<file path="src/rtl/decode_queue.sv">
// decode_queue: RV32 decode stage feeding an in-order issue FIFO.
// Incoming words are classified ALU/MUL/LOAD/STORE as they arrive. Legal
// words are queued already decoded; illegal words are dropped and counted.
// The head entry issues when the reservation station for its class has room.
module decode_queue #(
    parameter int DEPTH     = 4,
    parameter int ILL_CNT_W = 8
) (
    input  logic                         clk,
    input  logic                         rst_n,
    input  logic                         in_valid,
    input  logic [31:0]                  in_instr,
    output logic                         in_ready,
    input  logic                         flush,
    input  logic                         alu_ready,
    input  logic                         mul_ready,
    input  logic                         mem_ready,
    output logic                         iss_valid,
    output logic [1:0]                   iss_class,
    output logic [4:0]                   iss_rd,
    output logic [4:0]                   iss_rs1,
    output logic [4:0]                   iss_rs2,
    output logic [2:0]                   iss_funct3,
    output logic                         iss_alt,
    output logic [11:0]                  iss_imm,
    output logic                         iss_fire,
    output logic [$clog2(DEPTH+1)-1:0]   count,
    output logic [ILL_CNT_W-1:0]         ill_cnt
);

    localparam int CW = $clog2(DEPTH + 1);
    localparam int PW = (DEPTH > 1) ? $clog2(DEPTH) : 1;
    localparam logic [CW-1:0] FULL = CW'(DEPTH);

    localparam logic [1:0] C_ALU   = 2'b00;
    localparam logic [1:0] C_MUL   = 2'b01;
    localparam logic [1:0] C_LOAD  = 2'b10;
    localparam logic [1:0] C_STORE = 2'b11;

    // One decoded queue entry; field order mirrors the iss_* ports.
    typedef struct packed {
        logic [1:0]  cls;
        logic [4:0]  rd;
        logic [4:0]  rs1;
        logic [4:0]  rs2;
        logic [2:0]  funct3;
        logic        alt;
        logic [11:0] imm;
    } entry_t;

    entry_t          dec;
    logic            dec_legal;
    entry_t          mem [DEPTH];
    entry_t          head;
    logic [PW-1:0]   rptr, wptr;
    logic            accept, enq, head_rdy;

    logic [6:0] op;
    logic [2:0] f3;
    logic [6:0] f7;

    assign op = in_instr[6:0];
    assign f3 = in_instr[14:12];
    assign f7 = in_instr[31:25];

    // Combinational classification and field extraction of the offered word.
    always_comb begin
        dec_legal  = 1'b0;
        dec        = '0;
        dec.funct3 = f3;
        dec.alt    = in_instr[30];
        dec.rd     = in_instr[11:7];
        dec.rs1    = in_instr[19:15];
        dec.rs2    = in_instr[24:20];
        case (op)
            7'b0110011: begin
                if (f7 == 7'b0000000 ||
                    (f7 == 7'b0100000 && (f3 == 3'b000 || f3 == 3'b101))) begin
                    dec_legal = 1'b1;
                    dec.cls   = C_ALU;
                end else if (f7 == 7'b0000001) begin
                    dec_legal = 1'b1;
                    dec.cls   = C_MUL;
                end
            end
            7'b0000011: begin
                if (f3 != 3'b011 && f3 != 3'b110 && f3 != 3'b111) begin
                    dec_legal = 1'b1;
                    dec.cls   = C_LOAD;
                    dec.rs2   = '0;
                    dec.imm   = in_instr[31:20];
                end
            end
            7'b0100011: begin
                if (f3 == 3'b000 || f3 == 3'b001 || f3 == 3'b010) begin
                    dec_legal = 1'b1;
                    dec.cls   = C_STORE;
                    dec.rd    = '0;
                    dec.imm   = {in_instr[31:25], in_instr[11:7]};
                end
            end
            default: ;
        endcase
    end

    // Full check ignores a same-cycle dequeue so in_ready never depends on
    // the downstream ready inputs.
    assign in_ready  = (count != FULL);
    assign accept    = in_valid && in_ready && !flush;
    assign enq       = accept && dec_legal;

    assign head      = mem[rptr];
    assign iss_valid = (count != '0);

    // Pick the reservation-station ready matching the head's class.
    always_comb begin
        head_rdy = 1'b0;
        case (head.cls)
            C_ALU:   head_rdy = alu_ready;
            C_MUL:   head_rdy = mul_ready;
            default: head_rdy = mem_ready;
        endcase
    end

    assign iss_fire   = iss_valid && !flush && head_rdy;

    // Stale storage is never exposed: fields read zero while empty.
    assign iss_class  = iss_valid ? head.cls    : '0;
    assign iss_rd     = iss_valid ? head.rd     : '0;
    assign iss_rs1    = iss_valid ? head.rs1    : '0;
    assign iss_rs2    = iss_valid ? head.rs2    : '0;
    assign iss_funct3 = iss_valid ? head.funct3 : '0;
    assign iss_alt    = iss_valid ? head.alt    : 1'b0;
    assign iss_imm    = iss_valid ? head.imm    : '0;

    // Entry storage; validity is tracked by the pointers, so no reset needed.
    always_ff @(posedge clk) begin
        if (enq) mem[wptr] <= dec;
    end

    // Pointers and occupancy; flush wins over both enqueue and dequeue.
    always_ff @(posedge clk or negedge rst_n) begin
        if (!rst_n) begin
            rptr  <= '0;
            wptr  <= '0;
            count <= '0;
        end else if (flush) begin
            rptr  <= '0;
            wptr  <= '0;
            count <= '0;
        end else begin
            if (enq)      wptr <= wptr + 1'b1;
            if (iss_fire) rptr <= rptr + 1'b1;
            case ({enq, iss_fire})
                2'b10:   count <= count + 1'b1;
                2'b01:   count <= count - 1'b1;
                default: ;
            endcase
        end
    end

    // Saturating count of consumed illegal words; flush does not clear it.
    always_ff @(posedge clk or negedge rst_n) begin
        if (!rst_n) begin
            ill_cnt <= '0;
        end else if (accept && !dec_legal && ill_cnt != '1) begin
            ill_cnt <= ill_cnt + 1'b1;
        end
    end

endmodule

</file>
<file path="config.mk">
export PLATFORM = sky130hd
export DESIGN_NAME = decode_queue
export DESIGN_NICKNAME = d
export VERILOG_FILES = /design/src/rtl/decode_queue.sv
export SDC_FILE = /design/constraint.sdc
export NUM_CORES = 1
export LEC_CHECK = 0
export ABC_AREA = 1
export BUFFER_PORTS_ARGS = -buffer_cell sky130_fd_sc_hd__clkbuf_2
export CORE_MARGIN = 2
export CORE_UTILIZATION = 51
export DETAILED_ROUTE_END_ITERATION = 10
export PLACE_DENSITY = 0.73
export SETUP_SLACK_MARGIN = 0.1
export SYNTH_ARGS = -nofsm -noshare
export SYNTH_HDL_FRONTEND = slang
export SYNTH_SLANG_ARGS = --single-unit
export TNS_END_PERCENT = 20
</file>
<file path="constraint.sdc">
create_clock -name clk -period 3.8 [get_ports clk]
set_input_delay 0.19 -clock clk [delete_from_list [all_inputs] [get_ports clk]]
set_output_delay 0.19 -clock clk [all_outputs]
set_load 0.02 [all_outputs]
</file>
== Word level (Yosys, flattened, before mapping) ==
Memories as Yosys holds them, arrays and structs flattened.
Cells that the tools add are included.
Cells by class
  add/sub/neg operators: 5
  eq/ne operators: 16
  multiplexer cells: 32
  reduce and logical (&&, ||, !) cells: 23
Operator list (count)
  2-to-1 mux 12 bit: 3
  2-to-1 mux 5 bit: 6
  one-hot mux 12 bit (2 select lines): 1
  == test 7 x 6 -> 1 bit, second input constant: 3
  2-to-1 mux 2 bit: 6
  logical AND 1 bit: 10
  2-to-1 mux 1 bit: 9
  != test 3 bit, second input constant: 3
  adder 8 x 1 -> 8 bit, second input constant: 1
  != test 8 bit, second input constant: 1
  == test 7 x 1 -> 1 bit, second input constant: 1
  == test 7 x 2 -> 1 bit, second input constant: 1
  logical NOT 7 bit: 1
  2-to-1 mux 7 bit: 1
  2-to-1 mux 3 bit: 2
  one-hot mux 2 bit (3 select lines): 1
  one-hot mux 3 bit (2 select lines): 1
  nonzero test 3 bit: 2
  adder 2 x 1 -> 2 bit, second input constant: 2
  == test 2 x 1 -> 1 bit, second input constant: 2
  logical OR 1 bit: 4
  nonzero test 2 bit: 2
  adder 3 x 1 -> 3 bit, second input constant: 1
  == test 3 x 1 -> 1 bit, second input constant: 1
  10 further kinds: 11
Word-level totals
  bits in registers: 15
  RAM bits: 132
  bits of input ports: 39
  output and inout bits: 47
  logic and storage cells: 81
  memories: 1
Memories
  mem: words 4, bits a word 33, read ports 1, clocked after Yosys merged registers in 0, wr ports 1, line 53  | entry_t mem [DEPTH];

== Logic depth before layout (Yosys ltp) ==
Gate-level depths: netlist of the first run.
  depth in word-level cells: 10
  mapped depth: 20
  depth with buffers taken out: 18

== Least setup slack after synthesis of the first run ==
Ideal clock, no wire load.
  path kind: reg-to-reg
  from: register count[1]
  to: memory mem[0][0] in the netlist's numbering, enable pin
  library setup time: 0.423 ns
  arrival time: 2.605 ns
  data required time: 3.377 ns
  slack: 0.772 ns
  stages on the path, launching flop included: 7
  buffers on the path: 0
  period minus slack after synthesis: 3.028 ns
  path through: dfrtp_1 -> nor2_1 -> nand2_1 -> nand3_1 -> inv_1 -> nand2_4 -> nor2_1
Between the ends
  longest elaborated chain between the ends: 6
RTL lines
  start, declared: line 27  | output logic [$clog2(DEPTH+1)-1:0] count,
  start signal, assigned: line 155  | 2'b10: count <= count + 1'b1;
  start signal, assigned: line 156  | 2'b01: count <= count - 1'b1;
  != test 3 bit: line 108  | assign in_ready = (count != FULL);
  named net in_ready: line 13  | output logic in_ready,
  logical AND 1 bit (2 in a row): line 109  | assign accept = in_valid && in_ready && !flush;
  logical AND 1 bit: line 110  | assign enq = accept && dec_legal;
  2-to-1 mux 1 bit: line 138  | if (enq) mem[wptr] <= dec;
  2-to-1 mux 1 bit (not written as such): line 138
  end, declared: line 53
The timed path passes the listed nets, and every way through them passes these cells.

== Worst setup path in the final report of the first run ==
  from: register rptr[0]
  to: register count[2]
Between the ends
  longest elaborated chain between the ends: 7
  elaborated cells between the ends (all ways): 10
  classes of those cells: eq/ne: 3; mux: 3; reduce/logical: 3; memory: 1
RTL lines
  start, declared: line 55  | logic [PW-1:0] rptr, wptr;
  start signal, assigned: line 153  | if (iss_fire) rptr <= rptr + 1'b1;
  memory (4 x 33 bit) (*)
  == test 2 x 1 -> 1 bit / logical NOT 2 bit (equally long branches): line 118  | case (head.cls)
  one-hot mux 1 bit (2 select lines) (*): line 118
  logical AND 1 bit (*): line 125  | assign iss_fire = iss_valid && !flush && head_rdy;
  == test 2 x 1 -> 1 bit / == test 2 bit (equally long branches): line 154  | case ({enq, iss_fire})
  one-hot mux 3 bit (2 select lines): line 154
  2-to-1 mux 3 bit: line 147  | end else if (flush) begin
Mark *: on every way between the ends. The rest lies on a longest branch, timed or not.
A chain may end at the register's enable or synchronous reset.

==> results.sh, run 1 <==
export IMPL_wirelength_um=14100
export IMPL_min_period_ns=2.75
export IMPL_routabilityCongestion=0.785
export IMPL_setup_viol=0
export IMPL_worstMarginPinSlew_ns=0.730
export IMPL_antenna_left=0
export IMPL_clockBufferDepth=2
export IMPL_syn_inst=597
export IMPL_crit_top_cell="nand2_1"
export IMPL_p_seq_share_pct=49.2
export IMPL_synthFlopType="edfxtp_1"
export IMPL_timing_fmax_mhz=363
export IMPL_drive_gt1_share_pct=20.7
export IMPL_drc_errors=0
export IMPL_power_leakage_uw=0.00320
export IMPL_grt_overflow_total=0
export IMPL_num_io_pins=86
export IMPL_port_buffers=85
export IMPL_register_area_um2=4340
export IMPL_cp_top_family="simple AND/OR/NAND/NOR gates"
export IMPL_avgSynthCellArea_um2=10.8
export IMPL_yosysSeqAreaShare_pct=67.3
export IMPL_synth_seq_cells=147
export IMPL_netSwitchingFraction_pct=21.6
export IMPL_cp_required_ns=4.10
export IMPL_arrival_ns=3.05
export IMPL_switchingPower_uw=799
export IMPL_synth_edf_count=132
export IMPL_dpl_hpwl_um=8380
export IMPL_h_tree_depth=4
export IMPL_finalSetupTns_ns=0
export IMPL_layout_commonest_cell="nor2_1"
export IMPL_cp_slowest_stage_delay_ns=0.58
export IMPL_num_rows=41
export IMPL_die_h_um=116
export IMPL_die_x_um=116
export IMPL_antenna_cells=0
export IMPL_whs_ns=0.0735
export IMPL_multi_input_area_um2=1820
export IMPL_synth_warnings=0
export IMPL_critPathSlowestCell="buf_4"
export IMPL_crit_fanout=69
export IMPL_rsz0062_at_grt="false"
export IMPL_synth_cell_types=32
export IMPL_synth_area_um2=6450
export IMPL_hold_violations=0
export IMPL_crit_chain="buf_4 -> nand2_1 -> nand3_1 -> nand2_1 -> nand2_1 -> nand3_2 -> nand2_4 -> inv_4 -> nand2_4 -> inv_1 -> fa_1 -> xnor2_1 -> inv_1 -> nand3_1 -> nand2_1 -> inv_1 -> nand2_1 -> nand2_1"
export IMPL_grt_usage_pct=21.9
export IMPL_cts_setup_buffers=0
export IMPL_clock_root_buffer="clkbuf_16"
export IMPL_maxCapViolCount=0
export IMPL_fin_skew_ns=0.00789
export IMPL_run_status="completed"
export IMPL_die_area_um2=13600
export IMPL_routed_via_count=4624
export IMPL_viasPerCell=5.30
export IMPL_finalCritPeriodShare_pct=72.4
export IMPL_wl_per_cell_um=16.1
export IMPL_final_nets=734
export IMPL_cts_resized=0
export IMPL_syn_nets=642
export IMPL_grt_pass1_vias=4523
export IMPL_min_delay_path_class="primary input to flip-flop"
export IMPL_relSlewSlack_pct=51.4
export IMPL_synth_async_reset_ratio_pct=10.2
export IMPL_firstDrtPassIters=5
export IMPL_start_util_pct=51.8
export IMPL_p_total_uw=3690
export IMPL_grt_pass1_wl_um=22300
export IMPL_core_area_um2=12500
export IMPL_startpoint_type="flip-flop"
export IMPL_cts_tree="done"
export IMPL_p_clk_share_pct=44.9
export IMPL_clkTransAtPathRegs_ns=0.06
export IMPL_clk_insertion_delay_late_ns=0.41
export IMPL_antenna_found_initial=0
export IMPL_cts_hold_buf=6
export IMPL_cts_made_buffers=17
export IMPL_power_frac_comb_pct=5.9
export IMPL_power_density_nw_per_um2=479
export IMPL_drt_iter0_drc=457
export IMPL_layout_common_cells="nor2_1, edfxtp_1, clkbuf_2, o21ai_0, inv_1"
export IMPL_internal_power_uw=2890
export IMPL_crit_type="flip-flop to flip-flop"
export IMPL_crit_buf_inv=5
export IMPL_cts_sinks=147
export IMPL_critPathCaptureType="flip-flop"
export IMPL_fillers=957
export IMPL_layout_area_overhead_vs_synth_pct=19.5
export IMPL_grt_max_degree=70
export IMPL_max_vdd_ir_drop_uv=319
export IMPL_maxSlewViolCount=0
[cells in the mapped netlist (5+ instances only)]
cell type	n	share of area [%]
nor2_1	161	9.4
edfxtp_1	132	61
o21ai_0	73	5.7
inv_1	49	2.9
nand2_1	44	2.6
a21oi_1	33	2.6
nand3_1	17	1.3
dfrtp_1	15	5.8
clkbuf_1	14	0.81
buf_2	7	0.54
ha_1	5	0.97
nor3_1	5	0.39
xor2_1	5	0.68
[kinds of logic (layout without fill, tap and decap cells)]
| group | count (synthesis) | after routing | share of synthesized area (%) |
|---|---|---|---|
| flip-flops | 147 | 147 | 67.3 |
| AO/OA/AOI/OAI | 112 | 112 | 9.08 |
| XOR/XNOR | 8 | 8 | 1.09 |
| buffers and inverters | 79 | 183 | 5.04 |
| adder cells (fa/ha/maj) | 6 | 6 | 1.28 |
| AND/OR/NAND/NOR | 245 | 245 | 16.3 |
[worst register-to-register path: stages (launching register included)]
cell and delay [ns]:
dfrtp_2 0.38, buf_4 0.58, nand2_1 0.14, nand3_1 0.13
nand2_1 0.08, nand2_1 0.08, nand3_2 0.08, nand2_4 0.09
inv_4 0.05, nand2_4 0.10, inv_1 0.06, fa_1 0.38
xnor2_1 0.15, inv_1 0.07, nand3_1 0.07, nand2_1 0.07
inv_1 0.03, nand2_1 0.04, nand2_1 0.04
[metal layers]
layer  up-vias  part of all wire, %  global-route usage [%]
met3        12                  6.7                    6.02
met2       161                   49                    35.9
met1      2240                   43                    28.5
met4         0                  1.3                    7.30
met5         -                    0                       0
li1       2211                    -                       -
[stage by stage]
| stage | setup WS (ns) | area, um2 | cells | util [%] |
|---|---|---|---|---|
| 2_1_floorplan | 0.772 | 6450 | 597 | - |
| 3_3_place_gp | 1.17 | 7060 | 836 | 56.6 |
| 3_5_place_dp | 1.05 | 7060 | 836 | 56.6 |
| 4_1_cts | 1.04 | 7710 | 873 | 61.8 |
| 5_1_grt | 0.777 | 7710 | 873 | 61.8 |
| 6_report | 1.05 | 7710 | 873 | 61.8 |
[path summary, 6_finish.rpt]
check                      slack [ns]          to          from  depth (start not counted)
max                              1.05    count[2]       rptr[0]                         18
min                              0.07  mem[1][14]  in_instr[13]                          1
max reg2reg                      1.05    count[2]       rptr[0]                         18
min reg2reg                      0.53  ill_cnt[2]    ill_cnt[2]                          1
max in group asynchronous        3.26     rptr[0]         rst_n                          2
min in group asynchronous        0.24    count[2]         rst_n                          2
[sequential cells by signal, summed over array words and instances, names as in the netlist]
name / flops
rptr: 2
ill_cnt: 8
wptr: 2
mem: 132
count: 3
[cell type report]
class	count	share of cell area (%)
clock buffer	19	5.62
clock inverter	12	2.01
inverter	53	2.65
multi-input combinational	371	23.6
sequential	147	56.3
tap	172	2.79
timing repair buffer	99	7.08
[power by group through the flow]
stage          clock network (uW)  logic, uW  registers [uW]
2_1_floorplan                   0       94.1            1880
3_3_place_gp                    0        208            1850
3_5_place_dp                    0        213            1850
4_1_cts                      1680        220            1820
5_1_grt                      1750        245            1820
6_report                     1660        219            1820
Power figures use the tool's default switching activity.
==> run 2, diff against run 1 <==
--- a/config.mk
+++ b/config.mk
@@ -5,7 +5,7 @@
 export SDC_FILE = /design/constraint.sdc
 export NUM_CORES = 1
 export LEC_CHECK = 0
-export ABC_AREA = 1
+export ABC_AREA = 0
 export BUFFER_PORTS_ARGS = -buffer_cell sky130_fd_sc_hd__clkbuf_2
 export CORE_MARGIN = 2
 export CORE_UTILIZATION = 51
==> constraint.sdc (replaced) <==
create_clock -name clk -period 2.7 [get_ports clk]
set_input_delay 0.135 -clock clk [delete_from_list [all_inputs] [get_ports clk]]
set_output_delay 0.135 -clock clk [all_outputs]
set_load 0.02 [all_outputs]
==> run 2 against run 1 <==
  * Utilization increased by 1.2 points
  * Critical path depth decreased by 10
  * Critical path type unchanged
  * Via count is 27% lower
  * Synthesized cell count down 44%
  * First-iteration DRC count down 56%
  * Clock-buffer cell count up 2
  * Synthesized area is 3.9% lower
  * Die area shrank 3.8%
==> results.sh, run 2 <==
export IMPL_run_status="completed"
export IMPL_r2r_setup_slack_ns=0.20
export IMPL_layout_common_cells="edfxtp_1, clkbuf_2, nor2b_1, mux4_2, clkbuf_16"
export IMPL_firstDrtPassIters=4
export IMPL_grt_pass1_wl_um=18700
export IMPL_grt_overflow_total=0
export IMPL_core_area_um2=12000
export IMPL_rsz0062_at_grt="false"
export IMPL_maxCapViolCount=0
export IMPL_grt_max_degree=35
export IMPL_fin_ws_ns=0.198
export IMPL_synthTopCellsByArea="edfxtp_1, mux4_2, dfrtp_1"
export IMPL_h_tree_depth=4
export IMPL_setup_viol=0
export IMPL_p_clk_share_pct=33.2
export IMPL_reg_top3="mem (132), ill_cnt (8), count (3)"
export IMPL_crit_type="flip-flop to flip-flop"
export IMPL_dp_slack_ns=0.146
export IMPL_num_io_pins=86
export IMPL_cts_sinks=147
export IMPL_hold_violations=0
export IMPL_power_density_nw_per_um2=880
export IMPL_die_h_um=114
export IMPL_critPathCaptureType="flip-flop"
export IMPL_num_rows=40
export IMPL_min_period_ns=2.50
export IMPL_fin_cells=606
export IMPL_cp_slowest_stage_delay_ns=0.52
export IMPL_clockBufferDepth=2
export IMPL_power_leakage_uw=0.00264
export IMPL_crit_fanout=2
export IMPL_wirelength_um=11900
export IMPL_antenna_left=0
export IMPL_startpoint="rptr[0]"
export IMPL_maxSlewViolCount=0
export IMPL_synth_top_area_cell="edfxtp_1"
export IMPL_ys_top_cells_by_count="edfxtp_1, nor2b_1, mux4_2"
export IMPL_min_delay_path_class="primary input to flip-flop"
export IMPL_fin_skew_ns=0.0104
export IMPL_startpoint_type="flip-flop"
export IMPL_drive_gt1_share_pct=38.6
export IMPL_dpl_hpwl_um=7620
export IMPL_regMostFlops="mem"
export IMPL_synth_warnings=0
export IMPL_crit_chain="mux4_2 -> mux2_4 -> o21ai_4 -> a211oi_2 -> fa_2 -> a211o_1 -> and3b_1 -> nor3_1"
export IMPL_path_depth=8
export IMPL_cp_top_family="multiplexers"
export IMPL_drc_errors=0
export IMPL_post_route_cell_area_um2=7540
export IMPL_r2r_cells=8
export IMPL_routabilityCongestion=0.724
export IMPL_dp_cells=566
export IMPL_antenna_found_initial=0
export IMPL_finalCritPeriodShare_pct=92.7
export IMPL_worstMarginPinSlew_ns=0.687
export IMPL_synth_seq_cells=147
export IMPL_relSlewSlack_pct=54.2
export IMPL_synth_async_reset_ratio_pct=10.2
export IMPL_avgSynthCellArea_um2=18.4
export IMPL_p_seq_share_pct=39.3
export IMPL_antenna_cells=0
export IMPL_synth_most_common_cell="edfxtp_1"
export IMPL_synthFlopType="edfxtp_1"
export IMPL_yosysSeqAreaShare_pct=70.0
export IMPL_synth_edf_count=132
export IMPL_port_buffers=85
export IMPL_power_frac_comb_pct=27.5
export IMPL_timing_fmax_mhz=400
export IMPL_internal_power_uw=4520
export IMPL_clkTransAtPathRegs_ns=0.05
export IMPL_die_x_um=114
export IMPL_final_nets=492
export IMPL_reg2reg_to="count[2]"
export IMPL_cts_made_buffers=17
export IMPL_cp_required_ns=3.04
export IMPL_fillers=868
export IMPL_syn_nets=382
export IMPL_arrival_ns=2.84
export IMPL_routed_via_count=3375
export IMPL_clk_insertion_delay_late_ns=0.42
export IMPL_layout_commonest_cell="edfxtp_1"
export IMPL_largest_register_ffs=132
export IMPL_wl_per_cell_um=19.6
export IMPL_synth_top_area_share_pct=63.9
export IMPL_placedInstanceArea_um2=6900
export IMPL_clock_root_buffer="clkbuf_16"
export IMPL_drt_iter0_drc=201
export IMPL_grt_usage_pct=19.8
export IMPL_switchingPower_uw=2120
export IMPL_netSwitchingFraction_pct=31.9
export IMPL_syn_inst=337
export IMPL_max_vdd_ir_drop_uv=527
export IMPL_finalSetupTns_ns=0
export IMPL_synth_area_um2=6200
export IMPL_critPathSlowestCell="mux4_2"
export IMPL_r2r_start="rptr[0]"
export IMPL_crit_buf_inv=0
export IMPL_synth_cell_types=47
export IMPL_endpoint="count[2]"
export IMPL_grt_pass1_vias=3482
export IMPL_layout_area_overhead_vs_synth_pct=21.7
export IMPL_viasPerCell=5.57
export IMPL_start_util_pct=51.8
export IMPL_die_area_um2=13100
export IMPL_cts_tree="done"
[run 2: changes by cell type after synthesis, sizes merged, moves of 31 or more]
cell,previous run,this run
o21ai,74,1
nor2b,0,39
nand2,50,8
a21oi,34,3
inv,53,7
nor2,163,8
mux4,0,33
[run 2: power groups by stage]
stage | Combinational, uW | Clock (uW) | Sequential, uW
after floorplan | 1130 | 0 | 2710
after global placement | 1820 | 0 | 2650
after detailed placement | 1840 | 0 | 2650
after CTS | 1850 | 2240 | 2610
after global routing | 1980 | 2340 | 2620
final | 1830 | 2200 | 2610
[run 2: worst min path at each step]
stage	cells past startpoint	slack, ns	endpoint	from
4_1_cts	1	0.03	mem[0][15]	in_instr[14]
3_5_place_dp	1	0.08	ill_cnt[0]	rst_n
3_3_place_gp	1	0.07	ill_cnt[1]	rst_n
5_1_grt	1	0.04	mem[0][15]	in_instr[14]
2_1_floorplan	0	-0.16	count[0]	rst_n
6_report	2	0.05	rptr[0]	flush
[run 2: metrics by stage]
stage	hold slack (ns)	power, uW	utilization [%]
2_1_floorplan	-0.161	3840	-
3_3_place_gp	0.0696	4470	57.7
3_5_place_dp	0.0765	4490	57.7
4_1_cts	0.0329	6700	62.9
5_1_grt	0.0436	6950	63.1
6_report	0.0502	6640	63.1
[run 2: timing repair]
item | 4_1_cts | 5_1_grt
endpoints found under the setup margin | 0 | 1
hold endpoints to repair | 43 | 0
setup buffers | 0 | 1
resized for setup | 0 | 1
hold buffers | 8 | 0
[run 2: layout make-up]
cell class	count	area, um2	share of cell area (%)
flip-flops and latches	147	4340	57.5
multi-input cells	169	1800	23.8
repair buffers	105	646	8.56
clock buffers	21	440	5.84
well taps	147	184	2.44
clock inverters	10	111	1.48
inverters	7	26.3	0.348
[run 2: cell families after synthesis]
logic type               Yosys count  synth area share, %
flip-flops                       147                 70.0
AND/OR/NAND/NOR                   94                 9.46
multiplexers                      39                 13.2
AO/OA/AOI/OAI                     22                 3.47
buffers and inverters             21                 1.45
XOR/XNOR                           8                 1.13
adder cells (fa/ha/maj)            6                 1.33
[run 2: layer usage]
layer / track usage, % / share of wire [%]
met2: 32.7 / 51
met1: 24.4 / 40
met3: 7.04 / 7.0
met5: 0 / 0
met4: 6.59 / 1.2
[run 2: worst reg2reg max path: cells and delay by family, from the launching register on]
family	cells	cell delay, ns
AO/OA/AOI/OAI	3	0.53
adder cells (fa/ha/maj)	1	0.36
flip-flops	1	0.37
multiplexers	2	0.85
AND/OR/NAND/NOR	2	0.32
